**src/rtl/mdu_pkg.sv**
```systemverilog
// mdu_pkg: op codes, FSM states and constants shared by the multiply/divide unit.
package mdu_pkg;
  typedef enum logic [1:0] {
    OP_MULTU = 2'b00,
    OP_MULT  = 2'b01,
    OP_DIVU  = 2'b10,
    OP_DIV   = 2'b11
  } mdu_op_t;
  typedef enum logic [1:0] {IDLE, RUN, FIX} mdu_state_t;
  localparam logic DIVZ_FILL = 1'b1;
endpackage

```
**src/rtl/mdu_if.sv**
```systemverilog
// mdu_if: operand/command bus and HI/LO result bus of the multiply/divide unit.
interface mdu_if #(parameter int Dbits = 32);
  logic start, hi_wr, lo_wr, busy, done;
  mdu_pkg::mdu_op_t op;
  logic [Dbits-1:0] a, b, wdata, hi, lo;
  modport master (output start, op, a, b, hi_wr, lo_wr, wdata, input busy, done, hi, lo);
  modport slave (input start, op, a, b, hi_wr, lo_wr, wdata, output busy, done, hi, lo);
endinterface

```
**src/rtl/mdu_step.sv**
```systemverilog
// mdu_step: one iteration, shift-add multiply or restoring divide (divide only with MDU_DIV_EN).
module mdu_step #(parameter int Dbits = 32) (
`ifdef MDU_DIV_EN
  input  logic               div,
`endif
  input  logic [2*Dbits-1:0] acc,
  input  logic [Dbits-1:0]   m,
  output logic [2*Dbits-1:0] nxt
);
  logic [Dbits:0] sum;
`ifdef MDU_DIV_EN
  logic [Dbits:0] val;
  logic [Dbits-1:0] dif;
  logic ge;
`endif
  always_comb begin
    sum = {1'b0, acc[2*Dbits-1:Dbits]} + {1'b0, m & {Dbits{acc[0]}}};
`ifdef MDU_DIV_EN
    val = {acc[2*Dbits-1:Dbits], acc[Dbits-1]};
    ge  = val >= {1'b0, m};
    dif = val[Dbits-1:0] - m;
    nxt = div ? {ge ? dif : val[Dbits-1:0], acc[Dbits-2:0], ge} : {sum, acc[Dbits-1:1]};
`else
    nxt = {sum, acc[Dbits-1:1]};
`endif
  end
endmodule

```
**src/rtl/mdu.sv**
```systemverilog
// mdu: iterative 32x32 multiply / 32/32 divide with HI/LO registers.
// Divide datapath present only when MDU_DIV_EN is defined.
module mdu import mdu_pkg::*; #(parameter int Dbits = 32) (
  input logic clock,
  input logic reset,
  mdu_if.slave bus
);
  localparam int CW = $clog2(Dbits);
  mdu_state_t state, nxt;
  logic [CW-1:0] cnt;
  logic [2*Dbits-1:0] acc, acc_n, prod;
  logic [Dbits-1:0] m, ma, mb, hi_q, lo_q, hi_f, lo_f;
  logic sa, sb, sa_n, sb_n, sg, isdiv, go, run, skip, pend, done_q;
`ifdef MDU_DIV_EN
  logic dv;
`endif
  mdu_step #(.Dbits(Dbits)) u_step (
`ifdef MDU_DIV_EN
    .div(dv),
`endif
    .acc(acc),
    .m(m),
    .nxt(acc_n)
  );
  always_comb begin
    sg    = bus.op == OP_MULT || bus.op == OP_DIV;
    isdiv = bus.op == OP_DIVU || bus.op == OP_DIV;
    sa_n  = sg & bus.a[Dbits-1];
    sb_n  = sg & bus.b[Dbits-1];
    ma    = sa_n ? -bus.a : bus.a;
    mb    = sb_n ? -bus.b : bus.b;
    go    = state == IDLE && bus.start;
`ifdef MDU_DIV_EN
    run   = go;
`else
    run   = go && !isdiv;
`endif
    skip  = go && !run;
    nxt   = state == IDLE ? (run ? RUN : IDLE) : state == RUN ? (cnt == '0 ? FIX : RUN) : IDLE;
    prod  = (sa ^ sb) ? -acc : acc;
    hi_f  = prod[2*Dbits-1:Dbits];
    lo_f  = prod[Dbits-1:0];
`ifdef MDU_DIV_EN
    if (dv) begin
      hi_f = sa ? -acc[2*Dbits-1:Dbits] : acc[2*Dbits-1:Dbits];
      lo_f = ~|m ? {Dbits{DIVZ_FILL}} : (sa ^ sb) ? -acc[Dbits-1:0] : acc[Dbits-1:0];
    end
`endif
  end
  always_ff @(posedge clock or posedge reset) begin
    if (reset) begin
      state  <= IDLE;
      cnt    <= '0;
      acc    <= '0;
      m      <= '0;
      sa     <= 1'b0;
      sb     <= 1'b0;
      pend   <= 1'b0;
      done_q <= 1'b0;
      hi_q   <= '0;
      lo_q   <= '0;
`ifdef MDU_DIV_EN
      dv     <= 1'b0;
`endif
    end else begin
      state  <= nxt;
      pend   <= skip;
      done_q <= state == FIX || pend;
      if (run) begin
        cnt <= CW'(Dbits - 1);
        acc <= {{Dbits{1'b0}}, ma};
        m   <= mb;
        sa  <= sa_n;
        sb  <= sb_n;
`ifdef MDU_DIV_EN
        dv  <= isdiv;
`endif
      end else if (state == RUN) begin
        acc <= acc_n;
        cnt <= cnt - 1'b1;
      end
      if (state == FIX) begin
        hi_q <= hi_f;
        lo_q <= lo_f;
      end else if (state == IDLE && !bus.start) begin
        if (bus.hi_wr) hi_q <= bus.wdata;
        if (bus.lo_wr) lo_q <= bus.wdata;
      end
    end
  end
  assign bus.busy = state != IDLE;
  assign bus.done = done_q;
  assign bus.hi   = hi_q;
  assign bus.lo   = lo_q;
endmodule
```
**src/flat_wrapper.sv**
```systemverilog
// flat-port wrapper written by rule: the top's interface ports become plain ports
module mdu_flat import mdu_pkg::*;
#(parameter int Dbits = 32)
  (clock, reset, bus_start, bus_op, bus_a, bus_b, bus_hi_wr, bus_lo_wr, bus_wdata, bus_busy, bus_done, bus_hi, bus_lo);
  mdu_if #(.Dbits(Dbits)) bus_i ();
  input logic clock;
  input logic reset;
  input wire logic [$bits(bus_i.start)-1:0] bus_start;
  input wire logic [$bits(bus_i.op)-1:0] bus_op;
  input wire logic [$bits(bus_i.a)-1:0] bus_a;
  input wire logic [$bits(bus_i.b)-1:0] bus_b;
  input wire logic [$bits(bus_i.hi_wr)-1:0] bus_hi_wr;
  input wire logic [$bits(bus_i.lo_wr)-1:0] bus_lo_wr;
  input wire logic [$bits(bus_i.wdata)-1:0] bus_wdata;
  output wire logic [$bits(bus_i.busy)-1:0] bus_busy;
  output wire logic [$bits(bus_i.done)-1:0] bus_done;
  output wire logic [$bits(bus_i.hi)-1:0] bus_hi;
  output wire logic [$bits(bus_i.lo)-1:0] bus_lo;
  assign bus_i.start = bus_start;
  assign bus_i.op = bus_op;
  assign bus_i.a = bus_a;
  assign bus_i.b = bus_b;
  assign bus_i.hi_wr = bus_hi_wr;
  assign bus_i.lo_wr = bus_lo_wr;
  assign bus_i.wdata = bus_wdata;
  assign bus_busy = bus_i.busy;
  assign bus_done = bus_i.done;
  assign bus_hi = bus_i.hi;
  assign bus_lo = bus_i.lo;
  mdu #(.Dbits(Dbits)) u_core (.clock(clock), .reset(reset), .bus(bus_i));
endmodule
```
**config.mk**
```make
export PLATFORM = sky130hd
export DESIGN_NAME = mdu_flat
export DESIGN_NICKNAME = d
export VERILOG_FILES = /design/src/rtl/mdu_pkg.sv /design/src/rtl/mdu_if.sv /design/src/rtl/mdu_step.sv /design/src/rtl/mdu.sv /design/src/flat_wrapper.sv
export SDC_FILE = /design/constraint.sdc
export NUM_CORES = 1
export LEC_CHECK = 0
export BUFFER_PORTS_ARGS = -buffer_cell sky130_fd_sc_hd__buf_2
export CORE_UTILIZATION = 40
export CTS_CLUSTER_DIAMETER = 50
export CTS_CLUSTER_SIZE = 12
export DETAILED_ROUTE_END_ITERATION = 16
export PLACE_DENSITY = 0.63
export SLEW_MARGIN = 40
export SYNTH_ARGS = -nofsm -noshare
export SYNTH_HDL_FRONTEND = slang
export SYNTH_SLANG_ARGS = --single-unit
```
**constraint.sdc**
```tcl
create_clock -name clock -period 9.95 [get_ports clock]
set_clock_uncertainty 0.1 [all_clocks]
set_input_delay 2.985 -clock clock [delete_from_list [all_inputs] [get_ports clock]]
set_output_delay 2.985 -clock clock [all_outputs]
set_load 0.005 [all_outputs]
```
After elaboration in Yosys (flattened, before gate mapping) --
Cells that the tools add are included.
Cells by class: add/sub/neg operators 5, equality and inequality tests 5, multiplexer cells 17, bitwise operators 4, reductions and logical operators 19
Operators by type and width (count):
- $mux W32 | 8
- $mux W64 | 3
- $neg A32 Y32 | 2
- $neg A64 Y64 | 1
- $add A32 B32 Y33 | 1
- $and A32 B32 Y32 | 1
- $mux W5 | 2
- $reduce_bool A2 Y1 | 5
- $eq A2 B2 Y1 const B | 3
- $mux W2 | 3
- $logic_not A5 Y1 | 1
- $sub A5 B1 Y5 const B | 1
- $eq A2 B1 Y1 const B | 2
- $logic_and A1 B1 Y1 | 4
- $reduce_and A2 Y1 | 2
- $logic_not A1 Y1 | 3
- $logic_or A1 B1 Y1 | 3
- $and A1 B1 Y1 | 2
- $logic_not A2 Y1 | 1
- $mux W1 | 1
- $xor A1 B1 Y1 | 1
Word-level totals: bits in registers 171, bits of input ports 103, output and inout port bits 66, word-level logic and storage cells 60

Longest topological paths before layout --
Gate-level depths: netlist of the first run.
word-level depth 6, mapped depth 12, mapped depth without buffers 10

Cells and area by module --
From an unflattened synthesis of the first run, not the netlist that was laid out.
Unflattened totals: cell total of the unflattened synthesis 1489, area total of the unflattened synthesis 12225.5 µm²
Modules (own cells, without submodules):
- mdu | instances 1, cells each 1194, area an instance 10038.4 µm², sequential area each 4279.1 µm²
- mdu_step | instances 1, cells each 295, area an instance 2187.1 µm², sequential area each 0.0 µm²

Least setup slack after synthesis of the first run --
OpenSTA, ideal clock, no wires.
path type in2reg, start in bus_b[8], end reg u_core.m[28], setup time 0.131 ns, arrival time 5.091 ns, data required time 9.719 ns, setup slack 4.628 ns, cell stages on the path 8, path buffers 1, cells stage by stage or3_1 > or4_1 > clkbuf_1 > nor4_1 > nand2_1 > o41ai_1 > xor2_1 > o21ai_1
Between the ends: cells in the longest elaborated chain, start to end 2
Ends and longest elaborated chain:
- start: declaration | RTL line flat_wrapper.sv:11 | input wire logic [$bits(bus_i.b)-1:0] bus_b;
- $neg A32 Y32 | RTL line mdu.sv:31 | mb = sb_n ? -bus.b : bus.b;
- $mux W32 | RTL line mdu.sv:31
- end signal: assignment | RTL line mdu.sv:72 | m <= mb;
- end: declaration | RTL line mdu.sv:12 | logic [Dbits-1:0] m, ma, mb, hi_q, lo_q, hi_f, lo_f;
No other way between the ends. A chain may end at the register's enable or synchronous reset.

Worst setup path after layout of the first run --
start in bus_a[6], end reg u_core.acc[28]
Between the ends: cells in the longest elaborated chain, start to end 3
Ends and longest elaborated chain:
- start: declaration | RTL line flat_wrapper.sv:10 | input wire logic [$bits(bus_i.a)-1:0] bus_a;
- $neg A32 Y32 | RTL line mdu.sv:30 | ma = sa_n ? -bus.a : bus.a;
- $mux W32 | RTL line mdu.sv:30
- $mux W64 | RTL line mdu.sv:69 | if (run) begin
- end signal: assignment | RTL line mdu.sv:71 | acc <= {{Dbits{1'b0}}, ma};
- end signal: assignment | RTL line mdu.sv:79 | acc <= acc_n;
- end: declaration | RTL line mdu.sv:11 | logic [2*Dbits-1:0] acc, acc_n, prod;
No other way between the ends.

==> reports/results.txt, run 1 <==
The run finished with clean final reports. The internal power of the cells totals 2038 uW. The layout net count came out at 1645.

The source-to-sink clock delay at the later pin of the worst-skew pair is 0.43 ns, and the worst endpoint required time is 10.14 ns. For the number of violations of the max-capacitance limit, the log shows 0. The capturing element type of the critical path is a register. The fraction of power consumed by the clock network is 0.182, and the fraction of the cycle the final worst path needs is 0.5388. Synthesis handed over a netlist of 1393 instances. Counting I/O delays and the setup requirement, the final critical path takes 5.361 ns. During synthesis, Yosys emitted a total of 0 warnings.

The antenna diode count was 0. For the combinational share of power, the log shows 0.449. The number of sinks on the clock net was 171; the power density of the placed cells was 274.9 mW/mm2. The library cell used most frequently in the layout, excluding fill and tap cells, is sky130_fd_sc_hd__dfrtp_1. Measured along the y axis, the die boundary spans 172.9 um. The tools report the start of the worst register-to-register path as u_core.acc[0]. Post-CTS repair timing setup buffer count: 0. The sequential fraction of design power was 0.369; the worst endpoint data arrival time was 5.55 ns. The congestion estimate from routability-driven global placement came to 0.9645. The synthesized area per cell was 8.389 um2; the fraction of the yosys area taken by sequential cells was 0.3662.

The leading register cell type out of synthesis was sky130_fd_sc_hd__dfrtp_1. Clock-pin slew was measured on the worst setup and hold paths at 0.07 ns. The logs give 0 for the count of hold-fix buffers inserted at cts and 186.5 MHz for the achievable clock frequency.

The initial core utilization came out at 0.4071. The final hold violation count was 0; the worst reg-to-reg setup slack was 6.23 ns. The worst-case IR drop observed on VDD is 0.0001419 V. The total of flip-flops plus latches after synthesis came out at 171.

Type of the worst min-delay path: register to register. For the pin with the worst max-slew slack, the measured transition is 0.8515 ns. The switching part of the total power is 0.4472. In this run the worst path has a maximum fanout of 11. The final antenna-violating net count was 0; the number of antenna violations at the first check in global routing was 1.

The count of flip-flops with a built-in enable after synthesis was 0. STA classifies the critical path startpoint as an input port. The area growth from synthesis to layout is 14.78%. Counting along the longest clock path gives a buffer depth of 2. For the placeable core area, the log shows 0.02870 mm2. In this run the critical register-to-register path is captured at u_core.acc[60]. The worst setup path is of the input port to register kind. The CTS buffer count came out at 17. For the largest net degree at the start of global routing, the log shows 88. The critical path ends at u_core.acc[28].

The run gives 0.4673 as the end-of-flow core utilization. The logs give 169 for the count of boundary I/O pins and 1649 uW for the net load switching power. The tools report the die footprint as 0.02990 mm2. CTS built an H-tree with a depth of 4.

The worst register-to-register path has a depth of 9. In this run the worst setup path begins at bus_a[6]. The global-route total usage across every layer was 0.2468; the number of global-route vias before repair was 10230.

Dividing the detail-routed wire length by the instance count gives 19.43 um. The port buffer count was 168; the layout cell share with drive strength beyond 1 was 0.1574. The die span in x was 172.9 um. The run gives 36.96 mm as the final routed wirelength across all metal layers. TritonCTS built the clock tree. In this run, the number of DRC markers left after iteration 0 of detailed routing was 961. The total via count in the routed design came out at 11060. The tree is rooted in a sky130_fd_sc_hd__clkbuf_16. The tools report the global-route congestion overflow total as 0. For this run, design rule violations remaining after detail routing come to 0. For the total leakage power, the log shows 0.005564 uW.

The count of pins over their slew limit came out at 0. Hold path startpoint: u_core.m[2]. The logs give 58.47 mm for the wire length of the first global-routing pass and 0.01169 mm2 for the cell area after synthesis.

Once the clock tree was built, the resizer swapped 0 gates to a different size. For the worst relative slew slack, the log shows 0.4271. The logs give 0 ns for the final-layout setup total negative slack and 27.79 mm for the half-perimeter wire length after detailed placement.

The pre-antenna-repair detailed-routing pass consisted of 6 iterations. Setup repair after global routing left no endpoint under its margin. The total nets after synthesis was 1533; the per-cell via count in the routed design was 5.816. Row generation in the floorplan step produced 62 rows. The proportion of register bits with asynchronous set or reset after synthesis is 1.000. The tools report the number of endpoints failing setup at the final stage as 0.

The unique cell type count in the Yosys netlist came out at 73. The top cell types in the final layout, fill and taps aside, are sky130_fd_sc_hd__dfrtp_1 (170), sky130_fd_sc_hd__buf_2 (168), sky130_fd_sc_hd__o21ai_0 (163).
[flip-flops by register name (all words and copies together) (netlist names)]
register and count:
u_core.bus.done 1, u_core.state 2, u_core.bus.hi 32, u_core.bus.lo 32, u_core.sb 1, u_core.acc 64, u_core.sa 1, u_core.m 32
u_core.cnt 5, u_core.pend 1
[logic make-up after synthesis]
family / share of synthesized area
AO/OA/AOI/OAI: 0.2312
XOR/XNOR: 0.08994
adder cells (fa/ha/maj): 0.04026
buffers and inverters: 0.03640
flip-flops: 0.3662
multiplexers: 0.02655
AND/OR/NAND/NOR: 0.2095
[metal layers]
metal	vias up	GRT usage	share of wire
met4	2	0.07706	0.027
li1	5340	-	-
met2	439	0.3612	0.42
met3	53	0.03628	0.066
met1	5228	0.3720	0.49
met5	-	0	0.00022
[worst max-delay path, stage by stage]
cell and delay (ns):
sky130_fd_sc_hd__buf_2 0.12, sky130_fd_sc_hd__or4_1 0.56, sky130_fd_sc_hd__nor4b_1 0.60, sky130_fd_sc_hd__nand2_1 0.19, sky130_fd_sc_hd__nor2_1 0.62, sky130_fd_sc_hd__a311oi_1 0.19, sky130_fd_sc_hd__a41oi_1 0.20, sky130_fd_sc_hd__o21ai_0 0.09
[Yosys cell counts, types with 23 or more instances]
library cell	number	share of area
sky130_fd_sc_hd__o21ai_0	163	0.070
sky130_fd_sc_hd__clkbuf_1	77	0.025
sky130_fd_sc_hd__dfrtp_1	171	0.37
sky130_fd_sc_hd__nand2_1	148	0.048
sky130_fd_sc_hd__and2_1	40	0.021
sky130_fd_sc_hd__a21oi_1	109	0.047
sky130_fd_sc_hd__xnor2_1	59	0.044
sky130_fd_sc_hd__nor3_1	29	0.012
sky130_fd_sc_hd__nor2_1	87	0.028
sky130_fd_sc_hd__mux2i_1	31	0.027
sky130_fd_sc_hd__ha_1	36	0.039
sky130_fd_sc_hd__nor4_1	23	0.012
sky130_fd_sc_hd__nand3_1	36	0.015
sky130_fd_sc_hd__xor2_1	61	0.046
[through the flow]
step	worst slack, ns	total power [uW]	hold slack, ns	instances	cell area (um2)
floorplan	2.233	2403	0.3084	1393	11690
global placement	4.155	2962	0.3364	1870	12810
CTS	4.581	3671	0.3696	1902	13400
finish	4.589	3687	0.3717	1902	13410
global route	4.367	3961	0.3863	1902	13410
detailed placement	4.131	2992	0.3545	1870	12820
[layout make-up]
type | count | area [um2]
Sequential cell | 171 | 4280
Timing Repair Buffer | 182 | 953.4
Inverter | 20 | 80.08
Clock inverter | 13 | 128.9
Fill cell | 2851 | 15290
Clock buffer | 19 | 452.9
Multi-Input combinational cell | 1113 | 7037
Tap cell | 384 | 480.5
[how the worst min path moves through the flow]
stage                            to  slack, ns  depth (start not counted)
floorplan           u_core.bus.done       0.31                          1
global placement    u_core.bus.done       0.34                          1
detailed placement  u_core.bus.done       0.35                          1
CTS                 u_core.bus.done       0.37                          1
global route        u_core.bus.done       0.39                          1
finish                  u_core.m[2]       0.37                          2
[power by group through the flow]
stage | logic, uW | clock network, uW | registers, uW
6_report | 1660 | 672 | 1360
5_1_grt | 1860 | 710 | 1390
4_1_cts | 1640 | 684 | 1340
3_5_place_dp | 1640 | 0 | 1360
3_3_place_gp | 1610 | 0 | 1350
2_1_floorplan | 1210 | 0 | 1190
Power figures use the tool's default switching activity.
==> run 2: changes to the inputs <==
- PLACE_DENSITY: 0.63 -> 0.65
- clock period: 9.95 -> 4.5 ns (I/O delays scaled with it)
==> run 2 against run 1 <==
Effect of this change: largest power group unchanged; first-iteration DRC count increased by 12%; global-route usage is 0.074 points lower; sequential power increased by 120%; sequential cell count is the same; critical path type is now register to register; largest cell class unchanged.
==> reports/results.txt, run 2 (synthesized netlist as in run 1, its figures left out) <==
The run gives 4 (unchanged) as the H-tree depth. Capturing point of the worst reg2reg path: u_core.acc[60]. Setup repair after global routing left no endpoint under its margin.

Half-perimeter wire length after detailed placement: 27.87 mm (+0.28%). For the global-route congestion overflow total, the log shows 0 (unchanged). For the global-route total usage across every layer, the log shows 0.2460 (-0.0007410). The layout cell share with drive strength beyond 1 is 0.1599 (+0.002451). Layout net count: 1653 (+0.49%). Relative to the synthesized area, the layout overhead comes to 15.64%.

The worst endpoint required time was 4.72 ns (-5.42 ns). TritonCTS built the clock tree. The largest driver fanout on the critical path was 13 (+2).

The worst-case setup slack after placement is 0.7085 ns (-3.422 ns), and the CTS buffer count is 17 (unchanged). More flip-flops sit in one register than any other, and that register is u_core.acc. The maximum buffer depth of the clock tree came out at 2 (unchanged).

The worst hold path begins at u_core.pend. The tightest min-delay check is of the register to register type. The total leakage power is 0.005620 uW (+1.0%). The count of boundary I/O pins was 169 (unchanged); the final critical delay including setup and external delays was 3.562 ns. The total via count in the routed design came out at 11150 (+0.76%).

In the layout the commonest cells are sky130_fd_sc_hd__dfrtp_1 (171), sky130_fd_sc_hd__buf_2 (168), sky130_fd_sc_hd__o21ai_0 (163). The tools report the die footprint as 0.02990 mm2 (unchanged). The source-to-sink clock delay at the later pin of the worst-skew pair was 0.44 ns (about the same); the die span in x was 172.9 um (unchanged).

The power density of the placed cells is 610.1 mW/mm2 (+120%), and the wire length of the first global-routing pass is 58.24 mm (-0.39%). The run finished with clean final reports. The per-cell via count in the routed design is 5.833 (+0.28%). The worst reg-to-reg setup slack was 0.94 ns (-5.29 ns); the clock-pin slew on the worst setup and hold paths was 0.07 ns (about the same). The worst endpoint data arrival time is 3.79 ns (-1.76 ns). The number of violations of the max-capacitance limit was 0 (unchanged). Number of placement rows: 62 (unchanged). The count of pins over their slew limit is 0 (unchanged). Leaving out fill and tap cells, the most frequent cell in the layout is sky130_fd_sc_hd__dfrtp_1. The run gives 171 (unchanged) as the number of sinks on the clock net. The final routed wirelength across all metal layers is 36.97 mm (about the same), and the detailed-route DRC error count is 0 (unchanged).

The initial core utilization is 0.4071 (unchanged). In this run the worst setup path terminates at u_core.acc[60]. The largest net degree at the start of global routing is 99 (+13%), and the final hold violation count is 0 (unchanged). The quantity of gates resized following cts is 0 (unchanged), and the final-layout setup total negative slack is 0 ns (unchanged).

The depth of the worst register-to-register path is 9 (unchanged), and the floorplan die height is 172.9 um (unchanged). The slew of the pin with the lowest slew margin was 0.8377 ns (-0.01384 ns); the placeable core area was 0.02870 mm2 (unchanged). The worst IR drop on VDD was 0.0003321 V (+130%). The tree is rooted in a sky130_fd_sc_hd__clkbuf_16. The run gives 0 (unchanged) as the post-CTS repair timing setup buffer count. The final cell area excluding filler cells came out at 0.01351 mm2 (+0.76%). The average detailed-routed wire length per instance came out at 19.34 um (-0.45%).

Beginning of the critical path: u_core.acc[0]. The run gives 0 (unchanged) as the number of endpoints failing setup at the final stage. The nature of the critical path startpoint was a register. The fraction of the cycle the final worst path needs came out at 0.7915.

The number of antenna violations at the first check in global routing is 1 (unchanged). Timing would allow up to 280.8 MHz. The final weighted congestion in routability-driven placement is 0.9415 (-2.4%), and the number of flip-flops in the largest register is 64 (unchanged).

The first-pass iteration count of the detailed router was 5 (-1); the port buffer count was 168 (unchanged). The count of hold-fix buffers inserted at cts was 0 (unchanged); the worst setup slack after layout was 0.9381 ns (-3.651 ns). The critical path is of the register to register type.

The number of global-route vias before repair came out at 10300 (+0.64%). For the final antenna-violating net count, the log shows 0 (unchanged). In this run the critical register-to-register path is launched from u_core.acc[0]. The worst relative slew slack is 0.4403 (+0.01325), and the number of design-rule violations left by the first detailed-router iteration is 1076 (+12%). The worst setup path is captured at a register.

Cell area after placement: 0.01290 mm2 (+0.62%).
-- run 2: power breakdown --
group	internal, uW	switching [uW]	total, uW	leakage [uW]
registers	2140	847	2990	0.00208
clock network	861	674	1540	0.000293
logic	1570	2150	3720	0.00324
-- run 2: worst min path at each step --
stage	endpoint	slack (ns)	cells after the start
5_1_grt	u_core.bus.done	0.35	1
4_1_cts	u_core.bus.done	0.34	1
2_1_floorplan	u_core.bus.done	0.31	1
6_report	u_core.bus.done	0.34	1
3_5_place_dp	u_core.bus.done	0.32	1
3_3_place_gp	u_core.bus.done	0.32	1
-- run 2: area by class of cell --
class	instances	area, um2
Timing Repair Buffer	190	1039
Inverter	20	78.83
Tap cell	384	480.5
Multi-Input combinational cell	1113	7029
Antenna cell	1	2.502
Fill cell	2839	15190
Clock buffer	19	452.9
Clock inverter	13	152.6
Sequential cell	171	4279
-- run 2: critical path: stages, from the launching register on --
cell and delay (ns):
sky130_fd_sc_hd__dfrtp_1 0.56, sky130_fd_sc_hd__and2_1 0.24, sky130_fd_sc_hd__ha_1 0.34, sky130_fd_sc_hd__o211ai_1 0.12, sky130_fd_sc_hd__o21ai_0 0.41, sky130_fd_sc_hd__a41o_1 0.32
sky130_fd_sc_hd__o2111ai_1 0.28, sky130_fd_sc_hd__a2111oi_0 0.63, sky130_fd_sc_hd__o21ai_0 0.16, sky130_fd_sc_hd__a32o_1 0.29
-- run 2: routing by layer --
metal / GRT usage / vias up / share of wire
met5: 0 / - / 0
met4: 0.07596 / 0 / 0.021
met3: 0.03210 / 37 / 0.066
met2: 0.3600 / 435 / 0.43
met1: 0.3740 / 5330 / 0.49
li1: - / 5344 / -
-- run 2: through the flow --
stage               total power, uW    util  std cells  hold WS, ns
floorplan                      5313       -       1393       0.3084
CTS                            8185  0.4704       1910       0.3363
finish                         8244  0.4708       1911       0.3352
global placement               6566  0.4483       1877       0.3174
global route                   8822  0.4708       1911       0.3526
detailed placement             6632  0.4493       1878       0.3217
